**config.mk**
```make
export PLATFORM = sky130hd
export DESIGN_NAME = read_iq_deinterleave_flat
export DESIGN_NICKNAME = d
export VERILOG_FILES = /design/src/rtl/read_iq_deinterleave_if.sv /design/src/rtl/read_iq_deinterleave.sv /design/src/flat_wrapper.sv
export SDC_FILE = /design/constraint.sdc
export NUM_CORES = 1
export LEC_CHECK = 0
export CORE_ASPECT_RATIO = 0.75
export CORE_MARGIN = 2
export CORE_UTILIZATION = 55
export CTS_CLUSTER_DIAMETER = 200
export DETAILED_ROUTE_END_ITERATION = 6
export DONT_BUFFER_PORTS = 1
export PLACE_DENSITY = 0.73
export SLEW_MARGIN = 10
export SYNTH_ARGS = -nofsm -noshare
export SYNTH_HDL_FRONTEND = slang
export SYNTH_SLANG_ARGS = --single-unit
```
**constraint.sdc**
```tcl
create_clock -name clock -period 2.95 [get_ports clock]
set_input_delay 0.295 -clock clock [delete_from_list [all_inputs] [get_ports clock]]
set_output_delay 0.295 -clock clock [all_outputs]
set_load 0.005 [all_outputs]
```
**src/rtl/read_iq_deinterleave_if.sv**
```systemverilog
// Byte-in / sample-out FIFO handshake bundle for read_iq_deinterleave.
// The deinterleaver is the master; the surrounding FIFOs (or a bench) are the slave.
interface read_iq_deinterleave_if #(
    parameter int unsigned NUM_CH     = 2,
    parameter int unsigned DATA_WIDTH = 32
);
    logic [7:0]                   in_dout;
    logic                         in_empty;
    logic                         in_rd_en;
    logic [NUM_CH*DATA_WIDTH-1:0] out_din;
    logic [NUM_CH-1:0]            out_wr_en;
    logic [NUM_CH-1:0]            out_full;

    modport master (
        input  in_dout,
        input  in_empty,
        input  out_full,
        output in_rd_en,
        output out_din,
        output out_wr_en
    );

    modport slave (
        output in_dout,
        output in_empty,
        output out_full,
        input  in_rd_en,
        input  out_din,
        input  out_wr_en
    );
endinterface

```
**src/rtl/read_iq_deinterleave.sv**
```systemverilog
// Pops bytes from a FWFT FIFO, assembles little-endian frames of NUM_CH interleaved samples,
// and writes every channel's sign-extended, scaled sample to its own FIFO in one cycle.
module read_iq_deinterleave #(
    parameter int unsigned DATA_WIDTH       = 32,
    parameter int unsigned BYTES_PER_SAMPLE = 2,
    parameter int unsigned NUM_CH           = 2,
    parameter int unsigned QUANT_BITS       = 10,
    parameter int unsigned COUNT_WIDTH      = 32
) (
    input  logic                   clock,
    input  logic                   reset,
    input  logic                   resync,
    read_iq_deinterleave_if.master fifo_io,
    output logic [COUNT_WIDTH-1:0] frame_count,
    output logic                   busy
);
    localparam int unsigned FrameBytes = NUM_CH * BYTES_PER_SAMPLE;
    localparam int unsigned SampleBits = 8 * BYTES_PER_SAMPLE;
    localparam int unsigned BcntW      = (FrameBytes > 1) ? $clog2(FrameBytes) : 1;
    localparam logic [BcntW-1:0] LastByte = BcntW'(FrameBytes - 1);

    if (DATA_WIDTH < SampleBits + QUANT_BITS) begin : g_width_check
        $error("DATA_WIDTH cannot hold a sign-extended sample shifted by QUANT_BITS");
    end
    if (BYTES_PER_SAMPLE < 1 || BYTES_PER_SAMPLE > 4) begin : g_bps_check
        $error("BYTES_PER_SAMPLE must be in 1..4");
    end
    if (NUM_CH < 1 || NUM_CH > 8) begin : g_ch_check
        $error("NUM_CH must be in 1..8");
    end

    typedef enum logic [0:0] {StGather, StEmit} state_e;

    state_e                       state_q;
    logic [BcntW-1:0]             bcnt_q;
    logic [8*FrameBytes-1:0]      frame_q;
    logic [NUM_CH*DATA_WIDTH-1:0] din_q;
    logic [NUM_CH-1:0]            wr_en_q;
    logic [COUNT_WIDTH-1:0]       count_q;

    logic                         rd_en;
    logic [NUM_CH*DATA_WIDTH-1:0] conv;
    logic [SampleBits-1:0]        raw;
    logic [DATA_WIDTH-1:0]        ext;

    // Reset gates the pop so no byte is consumed while the frame state is being cleared.
    assign rd_en = !reset && (state_q == StGather) && !fifo_io.in_empty && !resync;

    always_comb begin
        conv = '0;
        raw  = '0;
        ext  = '0;
        for (int c = 0; c < NUM_CH; c++) begin
            raw = frame_q[c*SampleBits +: SampleBits];
            ext = {DATA_WIDTH{raw[SampleBits-1]}};
            ext[SampleBits-1:0] = raw;
            conv[c*DATA_WIDTH +: DATA_WIDTH] = ext << QUANT_BITS;
        end
    end

    always_ff @(posedge clock or posedge reset) begin
        if (reset) begin
            state_q <= StGather;
            bcnt_q  <= '0;
            frame_q <= '0;
            din_q   <= '0;
            wr_en_q <= '0;
            count_q <= '0;
        end else begin
            wr_en_q <= '0;
            if (resync) begin
                // Drops both a partial frame and a completed frame still waiting to be written.
                bcnt_q  <= '0;
                state_q <= StGather;
            end else begin
                unique case (state_q)
                    StGather: begin
                        if (rd_en) begin
                            for (int b = 0; b < FrameBytes; b++) begin
                                if (bcnt_q == BcntW'(b)) begin
                                    frame_q[8*b +: 8] <= fifo_io.in_dout;
                                end
                            end
                            if (bcnt_q == LastByte) begin
                                bcnt_q  <= '0;
                                state_q <= StEmit;
                            end else begin
                                bcnt_q <= bcnt_q + 1'b1;
                            end
                        end
                    end
                    StEmit: begin
                        // All channels are written together or not at all.
                        if (fifo_io.out_full == '0) begin
                            wr_en_q <= '1;
                            din_q   <= conv;
                            count_q <= count_q + 1'b1;
                            state_q <= StGather;
                        end
                    end
                    default: state_q <= StGather;
                endcase
            end
        end
    end

    assign fifo_io.in_rd_en  = rd_en;
    assign fifo_io.out_din   = din_q;
    assign fifo_io.out_wr_en = wr_en_q;
    assign frame_count       = count_q;
    assign busy              = (bcnt_q != '0) || (state_q == StEmit);

endmodule

```
**src/flat_wrapper.sv**
```systemverilog
// flat-port wrapper written by rule: the top's interface ports become plain ports
module read_iq_deinterleave_flat 
#(
    parameter int unsigned DATA_WIDTH       = 32,
    parameter int unsigned BYTES_PER_SAMPLE = 2,
    parameter int unsigned NUM_CH           = 2,
    parameter int unsigned QUANT_BITS       = 10,
    parameter int unsigned COUNT_WIDTH      = 32
)
  (clock, reset, resync, frame_count, busy, fifo_io_in_dout, fifo_io_in_empty, fifo_io_out_full, fifo_io_in_rd_en, fifo_io_out_din, fifo_io_out_wr_en);
  read_iq_deinterleave_if #(.NUM_CH(NUM_CH), .DATA_WIDTH(DATA_WIDTH)) fifo_io_i ();
  input  logic clock;
  input  logic reset;
  input  logic resync;
  output logic [COUNT_WIDTH-1:0] frame_count;
  output logic busy;
  input wire logic [$bits(fifo_io_i.in_dout)-1:0] fifo_io_in_dout;
  input wire logic [$bits(fifo_io_i.in_empty)-1:0] fifo_io_in_empty;
  input wire logic [$bits(fifo_io_i.out_full)-1:0] fifo_io_out_full;
  output wire logic [$bits(fifo_io_i.in_rd_en)-1:0] fifo_io_in_rd_en;
  output wire logic [$bits(fifo_io_i.out_din)-1:0] fifo_io_out_din;
  output wire logic [$bits(fifo_io_i.out_wr_en)-1:0] fifo_io_out_wr_en;
  assign fifo_io_i.in_dout = fifo_io_in_dout;
  assign fifo_io_i.in_empty = fifo_io_in_empty;
  assign fifo_io_i.out_full = fifo_io_out_full;
  assign fifo_io_in_rd_en = fifo_io_i.in_rd_en;
  assign fifo_io_out_din = fifo_io_i.out_din;
  assign fifo_io_out_wr_en = fifo_io_i.out_wr_en;
  read_iq_deinterleave #(.DATA_WIDTH(DATA_WIDTH), .BYTES_PER_SAMPLE(BYTES_PER_SAMPLE), .NUM_CH(NUM_CH), .QUANT_BITS(QUANT_BITS), .COUNT_WIDTH(COUNT_WIDTH)) u_core (.clock(clock), .reset(reset), .resync(resync), .fifo_io(fifo_io_i), .frame_count(frame_count), .busy(busy));
endmodule
```
Word-level counts from Yosys, hierarchy flattened
Cells that the tools add are included.

Bitwise gates (word level): 2. Multiplexer cells: 12. Equal/unequal tests: 4. $add $sub $neg: 2. Reductions and logical operators: 17.

Operators by type and width (number): adder 32 x 1 -> 32 bit, second input constant (1); AND reduction 4 bit (4); two-way mux 2 bit (7); == test 2 bit, second input constant (2); zero test 2 bit (2); two-way mux 1 bit (4); nonzero test 2 bit (2); logical AND 1 bit (3); zero test 1 bit (3); AND reduction 3 bit (1); adder 2 x 1 -> 2 bit, second input constant (1); == test 2 x 1 -> 1 bit, second input constant (1); != test 2 bit, second input constant (1); NOT 1 bit (2); case mux 1 bit (2 select lines) (1); AND reduction 2 bit (1); logical OR 1 bit (1).

Output and inout port bits: 100. Register bits: 107. Word-level logic and storage cells: 46.

Logic depth before layout (Yosys ltp)
Depth in word-level cells: 7. Mapped depth: 6.

Worst setup path before layout
Ideal clock, no wire load.

Path kind: input-to-reg. From: in resync. To: reg u_core.count_q[26] (netlist: u_core.frame_count[26]). Buffers on the path: 1. Data required time: 2.826 ns. Data arrival time: 1.609 ns. Stages: 5. Slack: 1.218 ns. Cell sequence: or4b_4 -> nor4_4 -> buf_6 -> nand4_1 -> xnor2_1.

Cells in the longest elaborated chain, start to end: 2.

RTL lines: start: declaration (line flat_wrapper.sv:14) `input logic resync;`; NOT 1 bit (no source line); AND reduction 3 bit (no source line); end signal: assignment (line read_iq_deinterleave.sv:97) `count_q <= count_q + 1'b1;`; end: declaration (line read_iq_deinterleave.sv:39) `logic [COUNT_WIDTH-1:0] count_q;`.

No other way between the ends. A chain may end at the register's enable or synchronous reset.

Worst setup path in the final report
From: reg u_core.state_q. To: reg u_core.count_q[18] (netlist: u_core.frame_count[18]).

Cells in the longest elaborated chain, start to end: 1.

RTL lines: start: declaration (line read_iq_deinterleave.sv:34) `state_e state_q;`; start signal: assignment (line read_iq_deinterleave.sv:63) `state_q <= StGather;`; start signal: assignment (line read_iq_deinterleave.sv:74) `state_q <= StGather;`; start signal: assignment (line read_iq_deinterleave.sv:86) `state_q <= StEmit;`; AND reduction 3 bit (no source line).

No other way between the ends.

==> results_tabular.tex <==
\begin{tabular}{lr}
\hline
Metric & Value \\
\hline
\multicolumn{2}{l}{\textbf{Timing}} \\
\quad Share of the clock period used by the worst path after layout & between 70 and 80\% \\
\quad Highest clock rate & 0.477 GHz \\
\quad Final Skew & 10.0 ps \\
\quad Post-route minimum period & 2100 ps \\
\quad Max Slew Vio Count & 0 \\
\quad Final setup violation count & 0 \\
\quad Final sum of negative setup slack & 0 ps \\
\quad Hold violation count in the final report & 0 \\
\quad Unrepaired setup endpoints after global routing & no \\
\quad Relative slew margins & about 50\% \\
\quad Final worst slack & 854 ps \\
\quad Slew @ Worst Pin & between 700 and 800 ps \\
\multicolumn{2}{l}{\textbf{Setup path}} \\
\quad Register-to-Register Path Depth & 4 \\
\quad Required @ worst endpoint & roughly 3200 ps \\
\quad Family of cells with the greatest summed delay on the critical path & simple AND/OR/NAND/NOR gates \\
\quad Sort of element at the end of the critical path & flop \\
\quad Number of buffers and inverters on the critical path & 0 \\
\quad Worst setup SP type & flop \\
\quad Cells along the critical path & or4b\_4, nor4\_4, nand4\_1, xnor2\_1 \\
\quad Register-to-register setup slack & 850 ps \\
\quad Cell with the largest stage delay on the worst path & sky130\_fd\_sc\_hd\_\_nor4\_4 \\
\quad Launching element of the worst setup path & u\_core.state\_q \\
\quad Total number of cells along the worst setup path & 4 \\
\quad Worst Setup Path Type & flop to flop \\
\quad Reg-to-Reg Start & u\_core.state\_q \\
\quad Delay of the slowest cell on the worst path & 710 ps \\
\quad Critical Path AT & 2350 ps \\
\quad Largest fanout on the critical path & 12 \\
\multicolumn{2}{l}{\textbf{Route}} \\
\quad Total routed wirelength & 8370 µm \\
\quad Vias post-DR & 2611 \\
\quad DRC violation count after routing & 0 \\
\quad DRT antenna net count & 0 \\
\quad Average routed wire per standard cell & 17.3 µm \\
\quad Vias per cell & around 5.4 \\
\quad Iteration-0 DRC count of the detailed router & 139 \\
\quad 1st-pass router iterations & 4 \\
\multicolumn{2}{l}{\textbf{Final layout}} \\
\quad Final core occ & around three fifths \\
\quad Ratio of cells with drive above 1 in the final layout & 14.9\% \\
\quad ANT cells & 0 \\
\quad Signed area change from the synthesized netlist to the final layout & 3.80\% \\
\quad Fillcell total & approximately 600 \\
\quad Finished Layout Cells & 484 \\
\quad Final nets & around 400 \\
\multicolumn{2}{l}{\textbf{Clock network}} \\
\quad Total clock buffers created by CTS & 9 \\
\quad Master cell of the clock root buffer & sky130\_fd\_sc\_hd\_\_clkbuf\_8 \\
\quad Clock H-tree levels & 3 \\
\quad Total clock sinks & 100 \\
\quad Number of instances resized during post-cts repair & 0 \\
\quad CTS tree & yes \\
\quad Clock transition at the registers of the reported paths & approximately 100 ps \\
\quad Post-CTS repair timing setup buffer count & 0 \\
\quad Buffers from clock root to sink, at most & 2 \\
\quad Later-pin clock latency in the skew report & 370 ps \\
\multicolumn{2}{l}{\textbf{Synth}} \\
\quad Register bit total from synthesis & 100 \\
\quad Portion of synthesized cell area occupied by the leading cell type & between 50\% and 60\% \\
\quad Share of synthesized registers carrying an async set or reset & 100\% \\
\quad Sequential area share after synthesis & 58.0\% \\
\quad Most frequent cells after synthesis & 111 x sky130\_fd\_sc\_hd\_\_nand2\_1, 100 x sky130\_fd\_sc\_hd\_\_dfrtp\_1, 33 x sky130\_fd\_sc\_hd\_\_buf\_4 \\
\quad Number of distinct library cells after synthesis & 29 \\
\quad Average instance area after synthesis & 11.2 µm² \\
\quad Leading cell types by total area after synthesis & sky130\_fd\_sc\_hd\_\_dfrtp\_1 58\%, sky130\_fd\_sc\_hd\_\_nand2\_1 9.7\%, sky130\_fd\_sc\_hd\_\_mux2\_2 8.4\% \\
\quad Leading cell type by number of instances after synthesis & sky130\_fd\_sc\_hd\_\_nand2\_1 \\
\quad Synth Warn \# & 0 \\
\quad Post-synth EDFFs & 0 \\
\quad Largest area contributor in the netlist & sky130\_fd\_sc\_hd\_\_dfrtp\_1 \\
\quad Total standard cell area after synthesis & $\sim$4300 µm² \\
\quad Cell count after synthesis & 386 \\
\quad Top flip-flop cell by instance count after synthesis & sky130\_fd\_sc\_hd\_\_dfrtp\_1 \\
\multicolumn{2}{l}{\textbf{Power}} \\
\quad Maximum vdd ir drop & about 0.26 mV \\
\quad Overall power consumption & 2.57 mW \\
\quad Power per standard cell area & 574 nW/µm² \\
\quad Leak Pwr & $\sim$2.3 nW \\
\multicolumn{2}{l}{\textbf{Run}} \\
\quad Max Cap Violations & 0 \\
\multicolumn{2}{l}{\textbf{GRT}} \\
\quad Global-route wire length before repair & 13800 µm \\
\quad Vias in the first global route & 2648 \\
\quad Global-route usage over all layers & between 20\% and 30\% \\
\quad Initial antenna violation count & 0 \\
\quad Total global routing overflow & 0 \\
\quad Pin count of the biggest net entering global routing & 46 \\
\multicolumn{2}{l}{\textbf{Hold path}} \\
\quad Worst Hold Launch & fifo\_io\_in\_dout[6] \\
\quad Hold crit path type & input pin to flop \\
\quad Hold Path Depth & 1 \\
\multicolumn{2}{l}{\textbf{Die}} \\
\quad Core region area & 7470 µm² \\
\quad Std-Cell Rows & 27 \\
\quad I/O pin count & 114 \\
\quad Die outline area & 8580 µm² \\
\quad Starting utilization of the core area & roughly 58\% \\
\quad Horizontal extent of the die & 106 µm \\
\quad Height of the die & 80.7 µm \\
\multicolumn{2}{l}{\textbf{Place}} \\
\quad Setup slack after placement & 861 ps \\
\quad Placed wire-length estimate & between 5000 and 6000 µm \\
\quad IO buf count & 0 \\
\quad Total placed cells including tap cells & 466 \\
\quad Placer's final routability congestion estimate & 0.755 \\
\multicolumn{2}{l}{\textbf{Status}} \\
\quad Run status & finished, final reports clean \\
\hline
\end{tabular}
==> routing by layer <==
layer  up-vias  wire length (µm)  global-route usage [%]
li1       1201                 -                       -
met1      1297              3710                    28.0
met2       101              3730                    31.3
met3        12               809                    9.66
met4         0               113                    6.45
met5         -                 0                       0
==> cell families (layout without fill, tap and decap cells) <==
logic type / after synthesis / count (layout) / synth area share [%]
AOI/OAI and AO/OA: 3 / 3 / 0.348
xor gates and xnor gates: 31 / 31 / 6.29
adders and majority gates: 5 / 5 / 1.45
buffers and inverters: 49 / 27 / 7.57
DFF: 100 / 100 / 58.0
muxes: 33 / 33 / 8.58
other: 1 / 20 / 0.0869
and+or+nand+nor: 164 / 164 / 17.7
==> flip-flops by register name (all words and copies together), names as in the netlist <==
register,flops
u_core.bcnt_q,2
u_core.frame_q,32
u_core.fifo_io.out_wr_en,1
u_core.fifo_io.out_din,32
u_core.state_q,1
u_core.frame_count,32
==> repair_timing <==
item,in CTS,in global routing
hold buffers,2,0
hold endpoints to repair,46,0
setup endpoints to repair,0,0
==> power by group <==
group,internal [mW],switching [mW],total [mW]
clock network,0.482,0.492,0.975
registers,1.44,0.0378,1.48
logic,0.0601,0.0597,0.120
==> area by class of cell <==
| cell class | count | area (µm²) | share of cell area (%) |
|---|---|---|---|
| Inverter | 5 | 21.3 | 0.475 |
| Sequential cell | 100 | 2500 | 55.9 |
| Clock inverter | 7 | 97.6 | 2.18 |
| Clock buffer | 9 | 124 | 2.77 |
| Timing Repair Buffer | 6 | 50.0 | 1.12 |
| Tap cell | 101 | 126 | 2.82 |
| Multi-Input combinational cell | 256 | 1560 | 34.8 |
==> cells in the final DEF, fill, tap and decap left out, types with 2 or more instances in the layout <==
master and n:
sky130_fd_sc_hd__a21oi_1 2, sky130_fd_sc_hd__and2_1 2, sky130_fd_sc_hd__and3_1 6, sky130_fd_sc_hd__and4_1 2, sky130_fd_sc_hd__buf_4 4, sky130_fd_sc_hd__bufinv_16 2, sky130_fd_sc_hd__clkbuf_8 9, sky130_fd_sc_hd__clkinvlp_4 2
sky130_fd_sc_hd__conb_1 20, sky130_fd_sc_hd__dfrtp_1 100, sky130_fd_sc_hd__dlygate4sd3_1 2, sky130_fd_sc_hd__ha_1 5, sky130_fd_sc_hd__inv_1 3, sky130_fd_sc_hd__inv_6 2, sky130_fd_sc_hd__mux2_2 32, sky130_fd_sc_hd__nand2_1 111
sky130_fd_sc_hd__nand3_1 9, sky130_fd_sc_hd__nand4_1 18, sky130_fd_sc_hd__nor2_1 5, sky130_fd_sc_hd__nor3_1 4, sky130_fd_sc_hd__nor4_4 2, sky130_fd_sc_hd__xnor2_1 26, sky130_fd_sc_hd__xor2_1 5
==> per-stage QoR <==
| step | hold WS (ps) | area [µm²] |
|---|---|---|
| detailed placement | 270 | 4240 |
| floorplan | 358 | 4390 |
| finish | 69.5 | 4480 |
| CTS | 59.8 | 4480 |
| global placement | 260 | 4240 |
| global route | 49.7 | 4480 |
==> path summary, 6_finish.rpt <==
check                                        endpoint
max                            u_core.frame_count[18]
min                                 u_core.frame_q[6]
max reg2reg                    u_core.frame_count[18]
min reg2reg                u_core.fifo_io.out_din[46]
max in group asynchronous  u_core.fifo_io.out_din[48]
min in group asynchronous          u_core.frame_q[30]
==> worst register-to-register path, delay by kind of cell, from the launching register on <==
kind / cells / cell delay (ps)
xor+xnor: 1 / 170
flops: 1 / 380
simple gates: 3 / 1450
Power figures use the tool's default switching activity.
